--- src/rtl/ram_arbiter_if.sv ---
// Cache RAM-side handshake bundle: level Lesen/Schreiben request held until a
// one-cycle DatenGelesen/DatenGeschrieben acknowledge. master = requesting side.
interface ram_arbiter_if;
    logic        Lesen;
    logic        Schreiben;
    logic [31:0] Adresse;
    logic [31:0] SchreibDaten;
    logic [31:0] LesDaten;
    logic        DatenGelesen;
    logic        DatenGeschrieben;

    modport master (
        output Lesen, Schreiben, Adresse, SchreibDaten,
        input  LesDaten, DatenGelesen, DatenGeschrieben
    );

    modport slave (
        input  Lesen, Schreiben, Adresse, SchreibDaten,
        output LesDaten, DatenGelesen, DatenGeschrieben
    );
endinterface

--- src/rtl/ram_arbiter.sv ---
// Round-robin arbiter sharing one RAM port between two caches, grant locked per burst.
// Optional `define ARB_TIMEOUT_EN force-releases a grant idle for TIMEOUT cycles.
module ram_arbiter #(
    parameter int unsigned BLOCKSIZEBITS = 2,
    parameter int unsigned TIMEOUT       = 8
) (
    input  logic          Clock,
    input  logic          Reset,
    ram_arbiter_if.slave  A,
    ram_arbiter_if.slave  B,
    ram_arbiter_if.master RAM
);

    typedef enum logic [2:0] {
        IDLE    = 3'b001,
        GRANT_A = 3'b010,
        GRANT_B = 3'b100
    } state_t;

    state_t                   state;
    logic [BLOCKSIZEBITS-1:0] beat;
    logic                     last_b;
    logic                     a_req;
    logic                     b_req;
    logic                     ram_ack;
    logic                     gnt_req;
    logic                     to_hit;

    always_comb begin
        a_req   = A.Lesen | A.Schreiben;
        b_req   = B.Lesen | B.Schreiben;
        ram_ack = RAM.DatenGelesen | RAM.DatenGeschrieben;
        gnt_req = 1'b0;
        if (state == GRANT_A) gnt_req = a_req;
        if (state == GRANT_B) gnt_req = b_req;
    end

`ifdef ARB_TIMEOUT_EN
    localparam int unsigned TW = $clog2(TIMEOUT + 1);
    logic [TW-1:0] idle_cnt;

    // Release fires on the edge where the idle count would reach TIMEOUT.
    always_comb to_hit = (state != IDLE) && !gnt_req && (idle_cnt == TW'(TIMEOUT - 1));

    always_ff @(posedge Clock or negedge Reset) begin
        if (!Reset)
            idle_cnt <= '0;
        else if (state == IDLE || gnt_req || to_hit)
            idle_cnt <= '0;
        else
            idle_cnt <= idle_cnt + 1'b1;
    end
`else
    always_comb to_hit = 1'b0;
`endif

    always_ff @(posedge Clock or negedge Reset) begin
        if (!Reset) begin
            state  <= IDLE;
            beat   <= '0;
            last_b <= 1'b1;
        end else begin
            unique case (state)
                IDLE: begin
                    // Tie goes to whichever side was not served last.
                    if (a_req && (!b_req || last_b))
                        state <= GRANT_A;
                    else if (b_req)
                        state <= GRANT_B;
                end
                GRANT_A, GRANT_B: begin
                    if (to_hit) begin
                        state  <= IDLE;
                        beat   <= '0;
                        last_b <= (state == GRANT_B);
                    end else if (ram_ack) begin
                        beat <= beat + 1'b1;
                        if (beat == '1) begin
                            state  <= IDLE;
                            last_b <= (state == GRANT_B);
                        end
                    end
                end
                default: state <= IDLE;
            endcase
        end
    end

    // Request path and acknowledge routing are combinational so a beat costs no extra cycle.
    always_comb begin
        RAM.Lesen          = 1'b0;
        RAM.Schreiben      = 1'b0;
        RAM.Adresse        = '0;
        RAM.SchreibDaten   = '0;
        A.DatenGelesen     = 1'b0;
        A.DatenGeschrieben = 1'b0;
        B.DatenGelesen     = 1'b0;
        B.DatenGeschrieben = 1'b0;
        A.LesDaten         = RAM.LesDaten;
        B.LesDaten         = RAM.LesDaten;
        case (state)
            GRANT_A: begin
                RAM.Lesen          = A.Lesen;
                RAM.Schreiben      = A.Schreiben;
                RAM.Adresse        = A.Adresse;
                RAM.SchreibDaten   = A.SchreibDaten;
                A.DatenGelesen     = RAM.DatenGelesen;
                A.DatenGeschrieben = RAM.DatenGeschrieben;
            end
            GRANT_B: begin
                RAM.Lesen          = B.Lesen;
                RAM.Schreiben      = B.Schreiben;
                RAM.Adresse        = B.Adresse;
                RAM.SchreibDaten   = B.SchreibDaten;
                B.DatenGelesen     = RAM.DatenGelesen;
                B.DatenGeschrieben = RAM.DatenGeschrieben;
            end
            default: ;
        endcase
    end

endmodule

--- src/flat_wrapper.sv ---
// flat-port wrapper written by rule: the top's interface ports become plain ports
module ram_arbiter_flat 
#(
    parameter int unsigned BLOCKSIZEBITS = 2,
    parameter int unsigned TIMEOUT       = 8
)
  (Clock, Reset, A_Lesen, A_Schreiben, A_Adresse, A_SchreibDaten, A_LesDaten, A_DatenGelesen, A_DatenGeschrieben, B_Lesen, B_Schreiben, B_Adresse, B_SchreibDaten, B_LesDaten, B_DatenGelesen, B_DatenGeschrieben, RAM_Lesen, RAM_Schreiben, RAM_Adresse, RAM_SchreibDaten, RAM_LesDaten, RAM_DatenGelesen, RAM_DatenGeschrieben);
  ram_arbiter_if A_i ();
  ram_arbiter_if B_i ();
  ram_arbiter_if RAM_i ();
  input  logic Clock;
  input  logic Reset;
  input wire logic [$bits(A_i.Lesen)-1:0] A_Lesen;
  input wire logic [$bits(A_i.Schreiben)-1:0] A_Schreiben;
  input wire logic [$bits(A_i.Adresse)-1:0] A_Adresse;
  input wire logic [$bits(A_i.SchreibDaten)-1:0] A_SchreibDaten;
  output wire logic [$bits(A_i.LesDaten)-1:0] A_LesDaten;
  output wire logic [$bits(A_i.DatenGelesen)-1:0] A_DatenGelesen;
  output wire logic [$bits(A_i.DatenGeschrieben)-1:0] A_DatenGeschrieben;
  input wire logic [$bits(B_i.Lesen)-1:0] B_Lesen;
  input wire logic [$bits(B_i.Schreiben)-1:0] B_Schreiben;
  input wire logic [$bits(B_i.Adresse)-1:0] B_Adresse;
  input wire logic [$bits(B_i.SchreibDaten)-1:0] B_SchreibDaten;
  output wire logic [$bits(B_i.LesDaten)-1:0] B_LesDaten;
  output wire logic [$bits(B_i.DatenGelesen)-1:0] B_DatenGelesen;
  output wire logic [$bits(B_i.DatenGeschrieben)-1:0] B_DatenGeschrieben;
  output wire logic [$bits(RAM_i.Lesen)-1:0] RAM_Lesen;
  output wire logic [$bits(RAM_i.Schreiben)-1:0] RAM_Schreiben;
  output wire logic [$bits(RAM_i.Adresse)-1:0] RAM_Adresse;
  output wire logic [$bits(RAM_i.SchreibDaten)-1:0] RAM_SchreibDaten;
  input wire logic [$bits(RAM_i.LesDaten)-1:0] RAM_LesDaten;
  input wire logic [$bits(RAM_i.DatenGelesen)-1:0] RAM_DatenGelesen;
  input wire logic [$bits(RAM_i.DatenGeschrieben)-1:0] RAM_DatenGeschrieben;
  assign A_i.Lesen = A_Lesen;
  assign A_i.Schreiben = A_Schreiben;
  assign A_i.Adresse = A_Adresse;
  assign A_i.SchreibDaten = A_SchreibDaten;
  assign A_LesDaten = A_i.LesDaten;
  assign A_DatenGelesen = A_i.DatenGelesen;
  assign A_DatenGeschrieben = A_i.DatenGeschrieben;
  assign B_i.Lesen = B_Lesen;
  assign B_i.Schreiben = B_Schreiben;
  assign B_i.Adresse = B_Adresse;
  assign B_i.SchreibDaten = B_SchreibDaten;
  assign B_LesDaten = B_i.LesDaten;
  assign B_DatenGelesen = B_i.DatenGelesen;
  assign B_DatenGeschrieben = B_i.DatenGeschrieben;
  assign RAM_Lesen = RAM_i.Lesen;
  assign RAM_Schreiben = RAM_i.Schreiben;
  assign RAM_Adresse = RAM_i.Adresse;
  assign RAM_SchreibDaten = RAM_i.SchreibDaten;
  assign RAM_i.LesDaten = RAM_LesDaten;
  assign RAM_i.DatenGelesen = RAM_DatenGelesen;
  assign RAM_i.DatenGeschrieben = RAM_DatenGeschrieben;
  ram_arbiter #(.BLOCKSIZEBITS(BLOCKSIZEBITS), .TIMEOUT(TIMEOUT)) u_core (.Clock(Clock), .Reset(Reset), .A(A_i), .B(B_i), .RAM(RAM_i));
endmodule
--- config.mk ---
export PLATFORM = sky130hd
export DESIGN_NAME = ram_arbiter_flat
export DESIGN_NICKNAME = d
export VERILOG_FILES = /design/src/rtl/ram_arbiter_if.sv /design/src/rtl/ram_arbiter.sv /design/src/flat_wrapper.sv
export SDC_FILE = /design/constraint.sdc
export NUM_CORES = 1
export LEC_CHECK = 0
export BUFFER_PORTS_ARGS = -buffer_cell sky130_fd_sc_hd__buf_2
export CELL_PAD_IN_SITES_DETAIL_PLACEMENT = 1
export CELL_PAD_IN_SITES_GLOBAL_PLACEMENT = 1
export CORE_AREA = 2 2 116 118
export CTS_CLUSTER_DIAMETER = 80
export CTS_CLUSTER_SIZE = 24
export DETAILED_ROUTE_END_ITERATION = 16
export DIE_AREA = 0 0 118 120
export PLACE_DENSITY = 0.73
export SLEW_MARGIN = 25
export SYNTH_ARGS = -nofsm -noshare
export SYNTH_HDL_FRONTEND = slang
export SYNTH_SLANG_ARGS = --single-unit
--- constraint.sdc ---
create_clock -name Clock -period 4.48 [get_ports Clock]
set_input_delay 0.896 -clock Clock [delete_from_list [all_inputs] [get_ports Clock]]
set_output_delay 0.896 -clock Clock [all_outputs]
set_load 0.1 [all_outputs]
==> results.py, run 1 <==
metrics = {
    "grt": {
        "grt_use_total_pct": 11.3,
        "first_global_vias": 2092,
        "grt_pass1_wl_um": 12400,
        "grt-ovfl-total": 0,
        "grt_max_degree": 70,
        "antenna_violations_before_repair": 2,
    },
    "sta": {
        "layout_setup_ws_ns": 1.14,
        "worstMarginPinSlew_ns": 0.730,
        "fmax_mhz": 299,
        "hold_ws_ns": 0.483,
        "setup_violations": 0,
        "finalHoldViolCount": 0,
        "min_period_ns": 3.34,
        "timing.slew.headroom_pct": 51.3,
        "unrepaired_setup_endpoints_after_global_routing": "false",
        "finalCritPeriodShare_pct": 74.6,
        "fin_skew_ns": 0.00126,
        "finalSetupTns_ns": 0,
        "final_max_slew_viol_count": 0,
    },
    "cells_and_area": {
        "antenna_cells": 0,
        "area_growth_syn_to_layout_pct": 53.7,
        "layout.nets": 482,
        "fill_cells": 1617,
        "layout-drive-gt1-share_pct": 69.5,
    },
    "cts": {
        "cts.repair_timing.setup_buffer_count": 0,
        "clock_tree_from_tritoncts": "yes",
        "clock_path_buffers": 2,
        "tritoncts.num_buffers": 3,
        "cts_max_level": 1,
        "worst_skew_pair.late_latency_ns": 0.23,
        "post_cts_resized": 0,
        "numClockSinks": 6,
        "ctsRootBufferMaster": "sky130_fd_sc_hd__clkbuf_16",
        "path_clk_slew_ns": 0.03,
        "holdBufCountCts": 0,
    },
    "setup_path": {
        "crit_path_start_kind": "flip-flop",
        "setup.worst_path.class": "flip-flop to output port",
        "cp_data_required_time_ns": 3.58,
        "critPathTopFamily": "buffers and inverters",
        "worstPathBufferInverterCount": 2,
        "critical_path_peak_fanout": 56,
        "worst-endpoint-arrival_ns": 2.45,
        "crit_path_top_delay_cell": "sky130_fd_sc_hd__nor3b_4",
        "timing.critical_path.cells": "nor3b_4, buf_12, a22o_1, buf_2",
        "critPathMaxStageDelay_ns": 0.64,
        "cp-end-kind": "output port",
    },
    "outcome": {
        "run_status": "complete, no violations",
    },
    "yosys": {
        "ys_ff_latch": 6,
        "synth_ff_type": "sky130_fd_sc_hd__dfrtp_1",
        "synthesis.instances": 180,
        "mappedNetlistArea_mm2": 0.00149,
        "synth.top_cell.area_share_pct": 39.4,
        "post_synth_num_cell_types": 26,
        "mappedNetlistNets": 349,
        "synth_area_per_inst_um2": 8.28,
        "synthDominantAreaCellType": "sky130_fd_sc_hd__a22o_1",
        "synth.area.top_cells": "sky130_fd_sc_hd__a22o_1, sky130_fd_sc_hd__buf_4, sky130_fd_sc_hd__dfrtp_1",
        "synthArstFlopShare_pct": 100,
        "yosys_warnings": 0,
        "yosysSeqAreaShare_pct": 10.2,
        "yosys-top-cells-count": "sky130_fd_sc_hd__buf_4, sky130_fd_sc_hd__a22o_1, sky130_fd_sc_hd__buf_2, sky130_fd_sc_hd__and2_1, sky130_fd_sc_hd__dfrtp_1",
        "synth_most_common_cell": "sky130_fd_sc_hd__buf_4",
        "synth-edff-count": 0,
    },
    "floorplanning": {
        "die-height_um": 120,
        "die_area_mm2": 0.0142,
        "die-width_um": 118,
        "start_util_pct": 11.5,
        "core_area_mm2": 0.0130,
        "rows": 42,
        "io_pins": 302,
    },
    "power": {
        "power_leakage_uw": 0.00133,
        "vdd_drop_max_v": 0.000232,
        "power-per-cell-area_mw_per_mm2": 826,
    },
    "detailed_routing": {
        "drtPass1Iterations": 4,
        "drt-vias-per-instance": 3.99,
        "drt_iter0_drc": 25,
        "avgRoutedWirePerCell_um": 17.8,
        "vias": 1944,
        "route.final.wire_length_um": 8670,
        "remaining_drc_errors": 0,
        "postRouteAntennaNets": 0,
    },
    "min_path": {
        "holdCritPathClass": "input pin to asynchronous set/reset pin",
    },
    "run": {
        "maxCapViolCount": 0,
    },
    "placed_design": {
        "place.gp.congestion": 0.776,
        "portBuffers": 205,
        "detailed_place_hpwl_um": 7450,
        "post-place-ws_ns": 1.37,
    },
}
==> state kept, by name, summed over array words and instances, names as in the netlist <==
name	count
u_core.last_b	1
u_core.beat	2
u_core.state	3
==> where the power goes <==
part	total, uW	switching (uW)	internal [uW]
clock network	146	31.2	115
logic	1620	1330	291
registers	126	38.2	88.1
total	1890	1400	494
==> final timing paths <==
| check | slack [ns] | startpoint | end | cells after the start |
|---|---|---|---|---|
| max | 1.14 | u_core.state[1] | RAM_SchreibDaten[24] | 4 |
| min | 0.48 | Reset | u_core.state[2] | 1 |
| max reg2reg | 2.62 | u_core.state[1] | u_core.last_b | 4 |
| min reg2reg | 0.49 | u_core.beat[0] | u_core.beat[0] | 1 |
| max in group asynchronous | 3.78 | Reset | u_core.state[0] | 1 |
| min in group Clock | 0.49 | u_core.beat[0] | u_core.beat[0] | 1 |
==> worst register-to-register path: cells and delay by family (launching register included) <==
kind | cells | cell delay [ns]
simple gates | 2 | 0.77
flops | 1 | 0.48
buf+inv | 1 | 0.34
compound gates | 1 | 0.19
==> cell families after synthesis <==
family                   share of synthesized area (%)
buffers and inverters                             38.0
AO/OA/AOI/OAI                                     41.9
AND/OR/NAND/NOR                                   7.14
flip-flops                                        10.2
XOR/XNOR                                          1.18
multiplexers                                     0.756
adder cells (fa/ha/maj)                          0.839
==> layer usage <==
metal / wire length [um] / part of all wire [%] / vias to the layer above / track usage, %
met1: 3020 / 35 / 863 / 11.6
met3: 976 / 11 / 33 / 3.99
met4: 298 / 3.4 / 2 / 4.74
met5: 13 / 0.15 / - / 0
li1: - / - / 877 / -
met2: 4360 / 50 / 169 / 20.8
==> through the flow <==
| stage | util [%] | cells | area [um^2] | power, uW |
|---|---|---|---|---|
| 5_1_grt | 17.6 | 487 | 2290 | 1950 |
| 3_3_place_gp | 17.1 | 484 | 2210 | 1720 |
| 3_5_place_dp | 17.1 | 484 | 2210 | 1750 |
| 6_report | 17.6 | 487 | 2290 | 1890 |
| 4_1_cts | 17.6 | 487 | 2290 | 1900 |
| 2_1_floorplan | - | 180 | 1490 | 1730 |
==> layout by cell type (no fill, tap or decap) <==
master,count
sky130_fd_sc_hd__buf_12,1
sky130_fd_sc_hd__nor2b_1,1
sky130_fd_sc_hd__inv_1,1
sky130_fd_sc_hd__clkbuf_16,3
sky130_fd_sc_hd__mux2_2,1
sky130_fd_sc_hd__o21ai_0,1
sky130_fd_sc_hd__or3b_2,1
sky130_fd_sc_hd__nor2_1,3
sky130_fd_sc_hd__nand4b_1,1
sky130_fd_sc_hd__a22o_1,67
sky130_fd_sc_hd__a21oi_1,2
sky130_fd_sc_hd__dfrtp_1,4
sky130_fd_sc_hd__o221ai_1,1
sky130_fd_sc_hd__nand2_1,2
sky130_fd_sc_hd__ha_1,1
sky130_fd_sc_hd__and2_1,4
sky130_fd_sc_hd__or3_1,1
sky130_fd_sc_hd__a31oi_1,1
sky130_fd_sc_hd__nor3_4,1
sky130_fd_sc_hd__nor3_1,2
sky130_fd_sc_hd__buf_2,205
sky130_fd_sc_hd__dfstp_2,2
sky130_fd_sc_hd__xor2_1,1
sky130_fd_sc_hd__nor3b_4,1
sky130_fd_sc_hd__xnor2_1,1
sky130_fd_sc_hd__buf_4,1
sky130_fd_sc_hd__o21a_1,1
==> layout make-up <==
| class | instances | area [um^2] | area share (%) |
|---|---|---|---|
| clock buffers | 3 | 75.1 | 3.28 |
| inverters | 1 | 3.75 | 0.164 |
| multi-input cells | 94 | 785 | 34.3 |
| flip-flops and latches | 6 | 153 | 6.67 |
| well taps | 176 | 220 | 9.62 |
| repair buffers | 207 | 1050 | 46.0 |
No activity file was read; power rests on OpenSTA's default activity.
==> inputs of run 2 (changes only) <==
ABC_AREA = 1   (was default)
PLACE_DENSITY = 0.74   (was 0.73)
clock period = 3.1 ns   (was 4.48 ns; I/O delays follow)
==> run 2 against run 1 <==
Against the previous run: sequential cell count is the same; clock skew grew 0.0024 ns; synthesized area grew 6.0%; combinational power grew 61%; critical path depth grew 1; sequential power grew 31%; final cell count grew 4.3%; synthesized cell count grew 9.4%; clock power grew 49%; sequential share of layout area is essentially flat; clock-buffer cell count grew 1; die area is the same; critical endpoint is now RAM_SchreibDaten[19]; largest cell class unchanged.
==> results.py, run 2 <==
metrics = {
    "outcome": {
        "run_status": "complete, no violations",
    },
    "detailed_routing": {
        "remaining_drc_errors": 0,
        "vias": 1958,
        "drt_iter0_drc": 109,
        "route.final.wire_length_um": 8580,
        "postRouteAntennaNets": 0,
        "drt-vias-per-instance": 3.85,
        "drtPass1Iterations": 4,
        "avgRoutedWirePerCell_um": 16.9,
    },
    "floorplanning": {
        "io_pins": 302,
        "core_area_mm2": 0.0130,
        "die-height_um": 120,
        "start_util_pct": 12.2,
        "die_area_mm2": 0.0142,
        "die-width_um": 118,
        "rows": 42,
    },
    "yosys": {
        "post_synthesis_xor_xnor_area_fraction_pct": 0.554,
        "synthDominantAreaCellType": "sky130_fd_sc_hd__a22o_1",
        "synth_ff_type": "sky130_fd_sc_hd__dfrtp_1",
        "yosys_warnings": 0,
        "largest_family_of_logic_cells_by_synthesized_area": "buffers and inverters",
        "synthArstFlopShare_pct": 100,
        "post_synth_num_cell_types": 21,
        "synth.top_cell.area_share_pct": 35.5,
        "synth_area_per_inst_um2": 8.02,
        "adder_and_majority_cell_fraction_of_the_synthesized_area_pct": 0.792,
        "mappedNetlistArea_mm2": 0.00158,
        "yosys-top-cells-count": "sky130_fd_sc_hd__a22o_1, sky130_fd_sc_hd__buf_4, sky130_fd_sc_hd__nand2_1, sky130_fd_sc_hd__buf_6, sky130_fd_sc_hd__inv_1",
        "synth_simple_gate_area_share_pct": 8.87,
        "synthesis.instances": 197,
        "synth-edff-count": 0,
        "yosysSeqAreaShare_pct": 9.66,
        "synth.area.top_cells": "sky130_fd_sc_hd__a22o_1, sky130_fd_sc_hd__buf_4, sky130_fd_sc_hd__buf_6",
        "mappedNetlistNets": 366,
        "synth_compound_gate_area_share_pct": 37.5,
        "synth.mux.area_fraction_pct": 0,
        "ys_ff_latch": 6,
    },
    "setup_path": {
        "cp-end-kind": "output port",
        "crit_path_start_kind": "flip-flop",
        "setup.worst_path.class": "flip-flop to output port",
        "crit_start": "u_core.state[1]",
        "critical_path_peak_fanout": 64,
        "cp_data_required_time_ns": 2.48,
        "timing.rr.start": "u_core.state[0]",
        "worst-endpoint-arrival_ns": 2.24,
    },
    "sta": {
        "timing.slew.headroom_pct": 58.8,
        "fmax_mhz": 349,
        "unrepaired_setup_endpoints_after_global_routing": "false",
        "worstMarginPinSlew_ns": 0.618,
        "finalSetupTns_ns": 0,
        "final_max_slew_viol_count": 0,
        "fin_skew_ns": 0.00363,
        "min_period_ns": 2.86,
        "finalCritPeriodShare_pct": 92.3,
        "finalHoldViolCount": 0,
        "setup_violations": 0,
    },
    "grt": {
        "grt_max_degree": 65,
        "grt_pass1_wl_um": 12300,
        "grt_use_total_pct": 11.2,
        "first_global_vias": 2106,
        "grt-ovfl-total": 0,
        "antenna_violations_before_repair": 0,
    },
    "cts": {
        "ctsRootBufferMaster": "sky130_fd_sc_hd__clkbuf_16",
        "holdBufCountCts": 0,
        "tritoncts.num_buffers": 3,
        "numClockSinks": 6,
        "cts_max_level": 1,
        "path_clk_slew_ns": 0.04,
        "clock_path_buffers": 2,
        "worst_skew_pair.late_latency_ns": 0.23,
        "post_cts_resized": 0,
        "cts.repair_timing.setup_buffer_count": 0,
        "clock_tree_from_tritoncts": "yes",
    },
    "cells_and_area": {
        "commonest_non_fill_non_tap_cell_in_the_layout": "sky130_fd_sc_hd__buf_2",
        "layout-drive-gt1-share_pct": 65.8,
        "layout_common_cells": "sky130_fd_sc_hd__buf_2, sky130_fd_sc_hd__a22o_1, sky130_fd_sc_hd__nand2_1",
        "max_flop_register": "u_core.state",
        "layout.nets": 500,
        "area_growth_syn_to_layout_pct": 45.2,
        "biggestRegsByFlops": "u_core.state: 3 flops, u_core.beat: 2 flops, u_core.last_b: 1 flops",
        "largest_register_ff_count": 3,
    },
    "power": {
        "vdd_drop_max_v": 0.000338,
        "power_leakage_uw": 0.00141,
        "totalPowerFinal_uw": 2990,
        "power-per-cell-area_mw_per_mm2": 1300,
    },
    "run": {
        "maxCapViolCount": 0,
    },
    "placed_design": {
        "place.gp.congestion": 0.765,
        "detailed_place_hpwl_um": 7440,
        "portBuffers": 205,
    },
    "min_path": {
        "holdCritPathClass": "input pin to asynchronous set/reset pin",
    },
}
## run 2: changes by cell type after synthesis, sizes merged, moves of 3 or more
cell,delta
nand2,+16
nand3,+4
nor2,+3
and2,-4
inv,+13
clkbuf,-3
a22o,-3
o21ai,+3
## run 2: cells by family after synthesis
family	Yosys count
compound gates	70
xor+xnor	1
fa+ha+maj	1
buf+inv	90
flops	6
simple gates	29
## run 2: final timing paths
check,to,slack (ns),cells past startpoint
setup / recovery,RAM_SchreibDaten[19],0.24,5
hold / removal,u_core.beat[0],0.21,1
hold reg to reg,u_core.beat[0],0.52,1
max in group asynchronous,u_core.state[0],2.66,1
min in group Clock,u_core.beat[0],0.52,1
setup reg to reg,u_core.state[1],1.66,6
## run 2: per-layer routing
metal  routed length [um]  up-vias  global-route usage, %
li1                     -      912                      -
met1                 4160      883                   16.5
met2                 3460      156                   15.4
met3                  935        7                   4.04
met4                   27        0                   2.18
met5                    0        -                      0
## run 2: where the power goes
part / switching, uW / internal (uW) / total [uW]
logic: 2170 / 432 / 2610
clock network: 47.2 / 171 / 218
registers: 39.2 / 126 / 165
## run 2: area by class of cell
class,count,area (um^2)
clock buffer,4,78.8
timing repair buffer,205,1030
fill,1610,10700
antenna,2,5.00
multi-input combinational,101,754
sequential,6,153
tap,176,220
inverter,14,57.6
## run 2: critical path, cell delays in order, from the launching register on
cell                      delay (ns)
sky130_fd_sc_hd__dfrtp_1        0.43
sky130_fd_sc_hd__nor2_2         0.16
sky130_fd_sc_hd__nand2_4        0.10
sky130_fd_sc_hd__inv_4          0.44
sky130_fd_sc_hd__a22o_1         0.36
sky130_fd_sc_hd__buf_2          0.47
## run 2: stage by stage
step	cell area [um^2]	utilization [%]	hold slack, ns	instances	setup WS, ns
floorplan	1580	-	0.324	197	0.343
global placement	2210	17.0	0.449	502	0.499
detailed placement	2210	17.0	0.459	502	0.456
CTS	2290	17.6	0.215	506	0.199
global route	2290	17.6	0.219	506	0.139
finish	2290	17.7	0.212	508	0.239
